==> config.mk <==
export PLATFORM = sky130hd
export DESIGN_NAME = regfile_scoreboard
export DESIGN_NICKNAME = d
export VERILOG_FILES = /design/src/rtl/risc_pkg.sv /design/src/rtl/regfile_bypass_mux.sv /design/src/rtl/regfile_scoreboard.sv
export SDC_FILE = /design/constraint.sdc
export NUM_CORES = 2
export LEC_CHECK = 0
export CAP_MARGIN = 40
export CORE_MARGIN = 2
export CORE_UTILIZATION = 30
export DETAILED_ROUTE_END_ITERATION = 8
export PLACE_DENSITY = 0.56
export SYNTH_ARGS = -nofsm -noshare
export SYNTH_HDL_FRONTEND = slang
export SYNTH_SLANG_ARGS = --single-unit
==> constraint.sdc <==
create_clock -name clk -period 2.2 [get_ports clk]
set_input_delay 0.22 -clock clk [delete_from_list [all_inputs] [get_ports clk]]
set_output_delay 0.22 -clock clk [all_outputs]
set_load 0.02 [all_outputs]
==> src/rtl/risc_pkg.sv <==
// Shared CPU types for the register file and its read-port muxes.
// Architectural defaults; modules size their own ports from parameters.
package risc_pkg;
  localparam int XLEN      = 32;
  localparam int REG_IDX_W = 5;
  localparam int REG_ZERO  = 0;

  typedef logic [XLEN-1:0]      word_t;
  typedef logic [REG_IDX_W-1:0] regidx_t;
endpackage

==> src/rtl/regfile_bypass_mux.sv <==
// One read port: hardwired-zero register, write-first bypass, else array data.
module regfile_bypass_mux
  import risc_pkg::*;
#(
  parameter int DATA_W = 32,
  parameter int IDX_W  = 5
) (
  input  logic [IDX_W-1:0]  rd_idx,
  input  logic [DATA_W-1:0] arr_data,
  input  logic              wb_en,
  input  logic [IDX_W-1:0]  wb_idx,
  input  logic [DATA_W-1:0] wb_data,
  output logic [DATA_W-1:0] rd_data
);

  always_comb begin
    rd_data = arr_data;
    if (rd_idx == IDX_W'(REG_ZERO)) begin
      rd_data = '0;
    end else if (wb_en && (wb_idx == rd_idx)) begin
      rd_data = wb_data;
    end
  end

endmodule

==> src/rtl/regfile_scoreboard.sv <==
// Multi-port register file with write-first bypass and a per-register busy
// scoreboard (set on issue, cleared on writeback or flush).
module regfile_scoreboard
  import risc_pkg::*;
#(
  parameter  int DATA_W   = $bits(word_t),
  parameter  int NUM_REGS = 2 ** $bits(regidx_t),
  parameter  int NUM_RD   = 2,
  localparam int IDX_W    = $clog2(NUM_REGS)
) (
  input  logic                     clk,
  input  logic                     nRST,
  input  logic [NUM_RD*IDX_W-1:0]  rd_idx,
  output logic [NUM_RD*DATA_W-1:0] rd_data,
  output logic [NUM_RD-1:0]        rd_hazard,
  input  logic                     wb_en,
  input  logic [IDX_W-1:0]         wb_idx,
  input  logic [DATA_W-1:0]        wb_data,
  input  logic                     issue_en,
  input  logic [IDX_W-1:0]         issue_idx,
  input  logic                     flush,
  output logic [NUM_REGS-1:0]      busy_vec
);

  logic [DATA_W-1:0]   regs_q [NUM_REGS];
  logic [DATA_W-1:0]   regs_d [NUM_REGS];
  logic [NUM_REGS-1:0] busy_q;
  logic [NUM_REGS-1:0] busy_d;

  always_comb begin
    regs_d = regs_q;
    if (wb_en && (wb_idx != IDX_W'(REG_ZERO))) begin
      regs_d[wb_idx] = wb_data;
    end
  end

  // Issue is applied after writeback so a new producer wins over a retiring one.
  always_comb begin
    busy_d = busy_q;
    if (flush) begin
      busy_d = '0;
    end else begin
      if (wb_en) begin
        busy_d[wb_idx] = 1'b0;
      end
      if (issue_en) begin
        busy_d[issue_idx] = 1'b1;
      end
    end
    busy_d[REG_ZERO] = 1'b0;
  end

  always_ff @(posedge clk or negedge nRST) begin
    if (!nRST) begin
      regs_q <= '{default: '0};
      busy_q <= '0;
    end else begin
      regs_q <= regs_d;
      busy_q <= busy_d;
    end
  end

  assign busy_vec = busy_q;

  for (genvar gi = 0; gi < NUM_RD; gi++) begin : g_rd
    logic [IDX_W-1:0] idx;
    assign idx = rd_idx[gi*IDX_W +: IDX_W];

    regfile_bypass_mux #(
      .DATA_W (DATA_W),
      .IDX_W  (IDX_W)
    ) u_mux (
      .rd_idx   (idx),
      .arr_data (regs_q[idx]),
      .wb_en    (wb_en),
      .wb_idx   (wb_idx),
      .wb_data  (wb_data),
      .rd_data  (rd_data[gi*DATA_W +: DATA_W])
    );

    // A same-cycle writeback is forwarded, so it never stalls the reader.
    assign rd_hazard[gi] = busy_q[idx] & ~(wb_en && (wb_idx == idx));
  end

endmodule

==> impl_metrics.toml <==
[clock_tree]
cts_root_buf = "clkbuf_16"
clk_pin_slew_ns = 0.06
cts.path.max_buffers = 3
cts_tree = "done"
worstSkewPairLatency_ns = 0.73
ctsHtreeMaxLevel = 3
cts.sinks = 1055
cts_made_buffers = 113

[logic_synthesis]
yosysTopAreaCell = "dfrtp_1"
synth_nets = 3887
netlist_area_um2 = 56500
syn_area_per_cell_um2 = 14.7
synth_edf_count = 0
yosys.area.top_type_share_pct = 46.8
yosysWarnings = 0
synth_flop_cell = "dfrtp_1"
synth.yosys.seq_area_share_pct = 46.8
synth-seq-cells = 1055
synthDistinctLibCells = 48
async_flop_share_pct = 100
synth_top_cells_by_area = "dfrtp_1, mux2_2, mux4_2"
syn_inst = 3830

[drt]
via_per_inst = 5.54
ant_nets = 0
first_pass_iters = 5
wl_per_cell_um = 28.8
drt_iter0_drc = 3360
drc = 0
routed-via-count = 38800
drt-total-wl_um = 202000

[placed_design]
hpwlAfterDp_um = 138000
portBuffers = 153
globalplace.congestion = 0.861
dp_slack_ns = -1.10

[sta]
worstMarginPinSlew_ns = 0.897
finalCriticalPeriod_ns = 2.95
max-slew-margin-rel_pct = 40.2
hold_viol_final = 0
fmax_mhz = 339
drv_slew = 0
worst_clock_skew_ns = 0
finalCritPeriodShare_pct = 134
worst_slack_ns = -0.747
setup_viol = 66
rsz0062_at_grt = "yes"

[pwr]
clock_power_share_pct = 33.9
p_per_area_nw_per_um2 = 838
power_w = 0.0609
seqPwrFrac_pct = 41.9
p_int_w = 0.0438
ir_drop_mv = 0.629
p_sw_share_pct = 28.1
p_switching_w = 0.0171
pwr-share-comb_pct = 24.2
leakagePower_nw = 31.3

[floorplanning]
die_height_um = 438
dieArea_um2 = 192000
core-area_um2 = 187000
initial_core_util_pct = 30.1
num_io_pins = 155
die_w_um = 438
rows = 159

[global_route]
antenna_found_initial = 2
grt_pass1_wl_um = 296000
grt_max_degree = 145
grt_pass1_vias = 40900
grt_use_total_pct = 20.9
gr-total-overflow = 0

[worst_setup_path]
cp_max_fo = 2
critPathLaunch = "regs_q[39]$_DFFE_PN0P_"
critPathKind = "reg -> out"
cp-end-kind = "output pin"
crit_required_ns = 1.98
r2r-start = "regs_q[937]$_DFFE_PN0P_"
worst_ep_arrival_time_ns = 2.73
start_kind = "flip-flop"

[hold_path]
min_path_type = "in -> async"

[final_layout]
fin_nets = 4460
layout_common_cells = "dfrtp_1, mux2_2, buf_4"
final_common_cell = "dfrtp_1"
diodes = 0
layout-drive-gt1-share_pct = 62.7
area_growth_pct = 28.7
fin_util_pct = 38.8

[run_status]
violations = "negative setup slack"
status = "finished, violations left"

[run]
maxCapViolCount = 0
metrics by stage:
stage               hold WS, ns  TNS (ns)  area [µm²]  cells
floorplan               -0.0756         0       56500   3830
global route              0.123    -33.93       72600   6996
global placement         0.0700   -170.11       66900   6786
finish                    0.117    -29.78       72600   6996
CTS                      0.0768    -33.96       72100   6993
detailed placement       0.0723   -169.78       66900   6787
power groups by stage:
stage                     logic, W  clock network (W)  registers, W
after floorplan            0.00887                  0        0.0249
after detailed placement    0.0138                  0        0.0257
after global placement      0.0136                  0        0.0255
final                       0.0147             0.0206        0.0255
after global routing        0.0156             0.0218        0.0259
after CTS                   0.0145             0.0210        0.0254
cells by family after synthesis:
group / share of synthesized area [%]
other cells: 0.00664
simple gates: 2.43
flops: 46.8
mux: 42.3
compound gates: 4.73
xor+xnor: 0.155
buf+inv: 3.64
timing repair:
item	4_1_cts	5_1_grt
endpoints found under the hold margin	728	0
buffers inserted	24	9
pin swaps	185	79
resized for setup	530	113
hold buffers	2	0
endpoints found under the setup margin	66	66
final timing paths:
path | end | slack, ns | cells past startpoint
min in group clk | regs_q[972]$_DFFE_PN0P_ | 0.30 | 2
max | rd_data[7] | -0.75 | 6
min reg2reg | regs_q[1003]$_DFFE_PN0P_ | 0.39 | 0
max in group asynchronous | regs_q[427]$_DFFE_PN0P_ | 1.23 | 4
max reg2reg | regs_q[937]$_DFFE_PN0P_ | 1.21 | 3
min | regs_q[797]$_DFFE_PN0P_ | 0.12 | 3
flip-flops by register name, indices dropped and copies added, names as in the netlist:
signal,flops
regs_q,1024
busy_vec,31
metal layers:
| layer | share of wire (%) | vias to the layer above | routed length, µm | global-route usage, % |
|---|---|---|---|---|
| met5 | 0.010 | - | 21 | 0 |
| met4 | 4.1 | 4 | 8170 | 8.14 |
| met3 | 5.1 | 358 | 10300 | 2.88 |
| met2 | 49 | 1254 | 98000 | 34.5 |
| met1 | 42 | 21100 | 85300 | 27.8 |
| li1 | - | 16100 | - | - |
worst max-delay path, stage by stage (launching register included):
cell and delay [ns]:
dfrtp_1 0.38, mux4_2 0.50, mux2_4 0.29, a22oi_2 0.17, nand3_2 0.10, a32o_2 0.37
buf_6 0.16
synth_stat cells, types with 5 or more instances:
library cell / number
mux2_2: 1033
a32o_1: 32
buf_2: 104
a21oi_1: 36
nor2b_1: 17
nand2_1: 48
clkbuf_1: 227
buf_4: 38
and3_1: 5
o21ai_0: 49
buf_6: 10
a211oi_1: 28
nor2_1: 105
nor4_1: 20
nand3b_1: 9
buf_1: 56
a221oi_1: 22
nor3b_1: 21
xnor2_1: 6
mux4_2: 473
mux2i_1: 158
nor3_1: 31
dfrtp_1: 1055
o22ai_1: 121
a211o_1: 6
or2_2: 5
a22oi_1: 52
a221o_1: 25
cell type report:
| class | count | area [µm²] |
|---|---|---|
| fill | 17600 | 115000 |
| tap | 2495 | 3120 |
| clock inverter | 49 | 698 |
| clock buffer | 164 | 3300 |
| timing repair buffer | 897 | 9310 |
| sequential | 1055 | 26400 |
| multi-input combinational | 2334 | 29800 |
| inverter | 2 | 7.51 |
No activity file was read; power rests on OpenSTA's default activity.
